<file path="src/rtl/pll_seq_pkg.sv">
// Shared types and constants for the PLL lock sequencer.
package pll_seq_pkg;

   typedef enum logic [2:0] {
      StResetPll,
      StWaitLock,
      StSettle,
      StRun,
      StFault
   } pll_state_e;

   localparam int unsigned LOSS_CNT_W = 8;

   function automatic int unsigned max3(input int unsigned a, input int unsigned b,
                                        input int unsigned c);
      int unsigned m;
      m = (a > b) ? a : b;
      return (m > c) ? m : c;
   endfunction

endpackage

</file>
<file path="src/rtl/sync_2ff.sv">
// Single-bit two-flop synchronizer for asynchronous inputs; reset value is a parameter.
module sync_2ff #(
   parameter logic RESET_VAL = 1'b0
) (
   input  logic clk_i,
   input  logic rst_ni,
   input  logic d_i,
   output logic q_o
);

   logic [1:0] sync_q, sync_d;

   always_comb begin
      sync_d = {sync_q[0], d_i};
   end

   always_ff @(posedge clk_i or negedge rst_ni) begin
      if (!rst_ni) begin
         sync_q <= {2{RESET_VAL}};
      end else begin
         sync_q <= sync_d;
      end
   end

   assign q_o = sync_q[1];

endmodule

</file>
<file path="src/rtl/pll_lock_sequencer.sv">
// Sequences rPLL reset, lock qualification and loss-of-lock recovery in the reference domain.
// All outputs are registered decodes of the next state.
module pll_lock_sequencer
   import pll_seq_pkg::*;
#(
   parameter int unsigned RESET_CYCLES  = 16,
   parameter int unsigned SETTLE_CYCLES = 1024,
   parameter int unsigned LOCK_TIMEOUT  = 65535,
   parameter int unsigned MAX_RETRIES   = 3,
   parameter int unsigned RETRY_W       = 2
) (
   input  logic                  clk,
   input  logic                  rst_n,
   input  logic                  pll_lock_async,
   input  logic                  restart,
   output logic                  pll_reset,
   output logic                  out_rst_n,
   output logic                  running,
   output logic                  fault,
   output logic [RETRY_W-1:0]    retry_cnt,
   output logic [LOSS_CNT_W-1:0] loss_cnt
);

   localparam int unsigned CntMax = max3(RESET_CYCLES, SETTLE_CYCLES, LOCK_TIMEOUT);
   localparam int unsigned CNT_W  = (CntMax > 1) ? $clog2(CntMax) : 1;

   localparam logic [CNT_W-1:0]   RstLast     = CNT_W'(RESET_CYCLES - 1);
   localparam logic [CNT_W-1:0]   SettleLast  = CNT_W'(SETTLE_CYCLES - 1);
   localparam logic [CNT_W-1:0]   TimeoutLast = CNT_W'(LOCK_TIMEOUT - 1);
   localparam logic [RETRY_W-1:0] RetryMax    = RETRY_W'(MAX_RETRIES);

   if (RESET_CYCLES < 2) begin : g_bad_reset_cycles
      $error("RESET_CYCLES must be at least 2");
   end
   if (SETTLE_CYCLES < 1 || LOCK_TIMEOUT < 1) begin : g_bad_cycles
      $error("SETTLE_CYCLES and LOCK_TIMEOUT must be at least 1");
   end
   if (MAX_RETRIES >= (1 << RETRY_W)) begin : g_bad_retry_w
      $error("RETRY_W too narrow for MAX_RETRIES");
   end

   pll_state_e             state_q, state_d;
   logic [CNT_W-1:0]       cnt_q, cnt_d;
   logic [RETRY_W-1:0]     retry_q, retry_d;
   logic [LOSS_CNT_W-1:0]  loss_q, loss_d;
   logic                   pll_reset_q, pll_reset_d;
   logic                   out_rst_n_q, out_rst_n_d;
   logic                   running_q, running_d;
   logic                   fault_q, fault_d;
   logic                   lock_s;

   sync_2ff #(
      .RESET_VAL (1'b0)
   ) u_lock_sync (
      .clk_i  (clk),
      .rst_ni (rst_n),
      .d_i    (pll_lock_async),
      .q_o    (lock_s)
   );

   always_comb begin
      state_d = state_q;
      cnt_d   = cnt_q;
      retry_d = retry_q;
      loss_d  = loss_q;

      if (restart) begin
         state_d = StResetPll;
         cnt_d   = '0;
         retry_d = '0;
      end else begin
         unique case (state_q)
            StResetPll: begin
               if (cnt_q == RstLast) begin
                  state_d = StWaitLock;
                  cnt_d   = '0;
               end else begin
                  cnt_d = cnt_q + 1'b1;
               end
            end

            StWaitLock: begin
               if (lock_s) begin
                  // The cycle that first sees lock counts as the first settle cycle.
                  if (SETTLE_CYCLES == 1) begin
                     state_d = StRun;
                     cnt_d   = '0;
                     retry_d = '0;
                  end else begin
                     state_d = StSettle;
                     cnt_d   = CNT_W'(1);
                  end
               end else if (cnt_q == TimeoutLast) begin
                  cnt_d = '0;
                  if (retry_q < RetryMax) begin
                     retry_d = retry_q + 1'b1;
                     state_d = StResetPll;
                  end else begin
                     state_d = StFault;
                  end
               end else begin
                  cnt_d = cnt_q + 1'b1;
               end
            end

            StSettle: begin
               if (!lock_s) begin
                  state_d = StWaitLock;
                  cnt_d   = '0;
               end else if (cnt_q == SettleLast) begin
                  state_d = StRun;
                  cnt_d   = '0;
                  retry_d = '0;
               end else begin
                  cnt_d = cnt_q + 1'b1;
               end
            end

            StRun: begin
               retry_d = '0;
               if (!lock_s) begin
                  state_d = StResetPll;
                  cnt_d   = '0;
                  if (loss_q != '1) begin
                     loss_d = loss_q + 1'b1;
                  end
               end
            end

            StFault: begin
               cnt_d = '0;
            end

            default: begin
               state_d = StResetPll;
               cnt_d   = '0;
            end
         endcase
      end

      pll_reset_d = (state_d == StResetPll) || (state_d == StFault);
      out_rst_n_d = (state_d == StRun);
      running_d   = (state_d == StRun);
      fault_d     = (state_d == StFault);
   end

   always_ff @(posedge clk or negedge rst_n) begin
      if (!rst_n) begin
         state_q     <= StResetPll;
         cnt_q       <= '0;
         retry_q     <= '0;
         loss_q      <= '0;
         pll_reset_q <= 1'b1;
         out_rst_n_q <= 1'b0;
         running_q   <= 1'b0;
         fault_q     <= 1'b0;
      end else begin
         state_q     <= state_d;
         cnt_q       <= cnt_d;
         retry_q     <= retry_d;
         loss_q      <= loss_d;
         pll_reset_q <= pll_reset_d;
         out_rst_n_q <= out_rst_n_d;
         running_q   <= running_d;
         fault_q     <= fault_d;
      end
   end

   assign pll_reset = pll_reset_q;
   assign out_rst_n = out_rst_n_q;
   assign running   = running_q;
   assign fault     = fault_q;
   assign retry_cnt = retry_q;
   assign loss_cnt  = loss_q;

endmodule

</file>
<file path="config.mk">
export PLATFORM = sky130hd
export DESIGN_NAME = pll_lock_sequencer
export DESIGN_NICKNAME = d
export VERILOG_FILES = /design/src/rtl/pll_seq_pkg.sv /design/src/rtl/sync_2ff.sv /design/src/rtl/pll_lock_sequencer.sv
export SDC_FILE = /design/constraint.sdc
export NUM_CORES = 1
export LEC_CHECK = 0
export CAP_MARGIN = 20
export CORE_MARGIN = 5
export CORE_UTILIZATION = 25
export CTS_CLUSTER_DIAMETER = 60
export DETAILED_ROUTE_END_ITERATION = 8
export HOLD_SLACK_MARGIN = 0.15
export SYNTH_ARGS = -nofsm -noshare
export SYNTH_HDL_FRONTEND = slang
export SYNTH_SLANG_ARGS = --single-unit
</file>
<file path="constraint.sdc">
create_clock -name clk -period 3.1 [get_ports clk]
set_input_delay 0.775 -clock clk [delete_from_list [all_inputs] [get_ports clk]]
set_output_delay 0.775 -clock clk [all_outputs]
set_load 0.02 [all_outputs]
</file>
==> qor.yml <==
synth:
  seq_area_frac_synth: 0.459
  synth_nets: 196
  synth_cells: 188
  synth_top_area_share: 0.444
  synthFlopType: "dfrtp_1"
  syn_area_per_cell_um2: 9.88
  yosysWarnings: 0
  yosysTopAreaCell: "dfrtp_1"
  synth.area.top_cells: "dfrtp_1, a21o_1, nand3_1"
  netlist_area_um2: 1860
  async_reset_ff_frac: 1.00
  synth_edf_count: 0
  yosys_register_bits: 34
  synth_cell_types: 44
cts:
  clkTransAtPathRegs_ns: 0.08
  clkSinkCount: 34
  clock-root-buffer: "clkbuf_8"
  numCtsBuffers: 5
  htreeDepth: 2
  cts_resized: 0
  cts_tree: "yes"
  ctsHoldBuffers: 0
  clock_tree.buffer_depth: 2
  worstSkewPairLatency_ns: 0.28
  cts_setup_buffers: 0
global_route:
  grt.total_usage: 0.0874
  grt_first_pass_wirelength_um: 6480
  antenna_found_initial: 0
  grt_pass1_vias: 1372
  grt-ovfl-total: 0
  grt_max_degree: 35
worst_setup_path:
  required_ns: 3.27
  worst_r2r_endpoint: "cnt_q[11]$_DFFE_PN0P_"
  rrSetupSlack_ns: 0.84
  cp_max_fo: 7
  rr_worst_depth: 9
  arrival_ns: 2.42
  crit_path_end: "loss_cnt[7]$_DFFE_PN0P_"
  reg2reg_from: "cnt_q[0]$_DFFE_PN0P_"
  cp-end-kind: "flip-flop"
  critical_path.startpoint_type: "primary input"
  crit_start: "restart"
  path_class: "primary input to flip-flop"
floorplanning:
  row_count: 31
  die_h_um: 96.2
  die_x_um: 96.2
  die_area_um2: 9260
  initial_core_util: 0.256
  core_area_um2: 7250
  io_pins: 18
timing:
  worst_pin_slew_ns: 0.749
  final-setup-viol-count: 0
  post-route-min-period_ns: 2.26
  tns_ns: 0
  rsz0062_at_grt: "false"
  final.setup_skew_ns: 0.00600
  slew_headroom: 0.501
  finalCritPeriodShare: 0.728
  slew_viol_final: 0
  finalHoldViolCount: 0
  max_freq_mhz: 443
min_path:
  hold_path.class: "flip-flop to flip-flop"
  min_path_cells: 0
  hp-start: "u_lock_sync.sync_q[0]$_DFF_PN0_"
power:
  p_leak_uw: 0.00101
  ir_drop_mv: 0.408
  p_per_area_nw_per_um2: 437
placed_design:
  port_buffers: 17
  gp_congestion: 0.875
  place_area_um2: 2110
  hpwl_um: 2690
run_status:
  status: "completed"
route:
  vias: 1456
  drcViolationCount: 0
  firstDrtPassIters: 4
  dr.first_iter.drc_count: 80
  via_per_inst: 4.77
  ant_nets: 0
  drt_wl_total_um: 3730
  detail_route.wl_per_cell_um: 12.2
cells_and_area:
  fillers: 746
  drive_gt1_frac: 0.0971
  areaGrowthSynthToFinish_pct: 20.7
  fin_area_um2: 2240
  diodes: 0
  fin_nets: 213
run:
  drv_cap: 0
==> critical path, cell delays in order <==
cell,delay [ns]
clkdlybuf4s50_1,0.53
nor2_1,0.22
nand3_1,0.14
a311oi_2,0.23
and4_1,0.28
nand3_1,0.10
xnor2_1,0.14
==> sequential cells by signal (all words and copies together) (netlist names) <==
register / flops
u_lock_sync.sync_q: 2
fault: 1
loss_cnt: 8
cnt_q: 16
pll_reset: 1
state_q: 3
running: 1
retry_cnt: 2
==> synth_stat cells (2+ instances only) <==
cell type / n
o21ai_0: 8
o211a_1: 2
buf_2: 3
a21oi_1: 7
xnor2_1: 5
o21ai_1: 2
xor2_1: 3
dfrtp_1: 33
nor3_1: 11
nand2b_1: 4
nor3b_1: 2
nand4_1: 7
nor4_1: 3
nand3_1: 16
and4_1: 3
clkbuf_1: 3
buf_6: 2
and3_1: 4
nor2_1: 8
ha_1: 4
or3_1: 3
nand2_1: 16
o311ai_0: 2
a22o_1: 2
nor2b_1: 2
a21o_1: 12
inv_1: 4
==> cells in the final DEF (no fill, tap or decap), drive strengths merged, types with 4 or more instances in the layout <==
| cell type | n |
|---|---|
| nand3 | 16 |
| inv | 4 |
| clkdlybuf4s50 | 16 |
| nor2 | 8 |
| xnor2 | 5 |
| nand2b | 4 |
| clkbuf | 5 |
| nor3 | 12 |
| dfrtp | 33 |
| a21oi | 7 |
| and3 | 4 |
| ha | 4 |
| nand4 | 7 |
| nand2 | 16 |
| a21o | 12 |
| o21ai | 10 |
==> cell type report <==
cell class	instances	area, um^2	share of cell area
multi-input combinational	141	935	0.417
sequential	34	852	0.380
timing repair buffer	19	180	0.0803
tap	99	124	0.0552
clock buffer	5	68.8	0.0307
clock inverter	3	68.8	0.0307
inverter	4	15.0	0.00669
==> metal layers <==
layer  vias up  global-route usage  wire length (um)
met5         -                   0                 0
met1       708               0.125              1910
met3         0              0.0250               133
li1        724                   -                 -
met2        24               0.133              1690
met4         0              0.0142                 0
==> worst min path at each step <==
stage                                                 end  slack [ns]
after floorplan           u_lock_sync.sync_q[1]$_DFF_PN0_        0.33
after global placement    u_lock_sync.sync_q[1]$_DFF_PN0_        0.33
after detailed placement  u_lock_sync.sync_q[1]$_DFF_PN0_        0.33
after CTS                 u_lock_sync.sync_q[1]$_DFF_PN0_        0.35
after global routing      u_lock_sync.sync_q[1]$_DFF_PN0_        0.38
final                     u_lock_sync.sync_q[1]$_DFF_PN0_        0.35
==> per-stage QoR <==
step / power [uW] / setup slack [ns] / hold slack [ns] / util / std cells
floorplan: 484 / 1.05 / 0.331 / - / 188
global placement: 500 / 0.577 / 0.333 / 0.290 / 297
detailed placement: 501 / 0.544 / 0.335 / 0.290 / 297
CTS: 992 / 0.833 / 0.352 / 0.309 / 305
global route: 1020 / 0.717 / 0.379 / 0.309 / 305
finish: 981 / 0.843 / 0.351 / 0.309 / 305
==> cell families after synthesis <==
logic type | count (synthesis) | synth area share
AO/OA/AOI/OAI | 41 | 0.166
XOR/XNOR | 8 | 0.0377
adder cells (fa/ha/maj) | 4 | 0.0269
buffers and inverters | 13 | 0.0384
flip-flops | 34 | 0.459
multiplexers | 1 | 0.00606
AND/OR/NAND/NOR | 87 | 0.267
==> report_power, final <==
| group | total (uW) | internal, uW | switching, uW |
|---|---|---|---|
| Combinational | 36.3 | 13.8 | 22.5 |
| Clock | 490 | 322 | 167 |
| Sequential | 455 | 448 | 6.63 |
| Total | 981 | 784 | 197 |
Note: power is estimated with default switching activity, not from simulation.
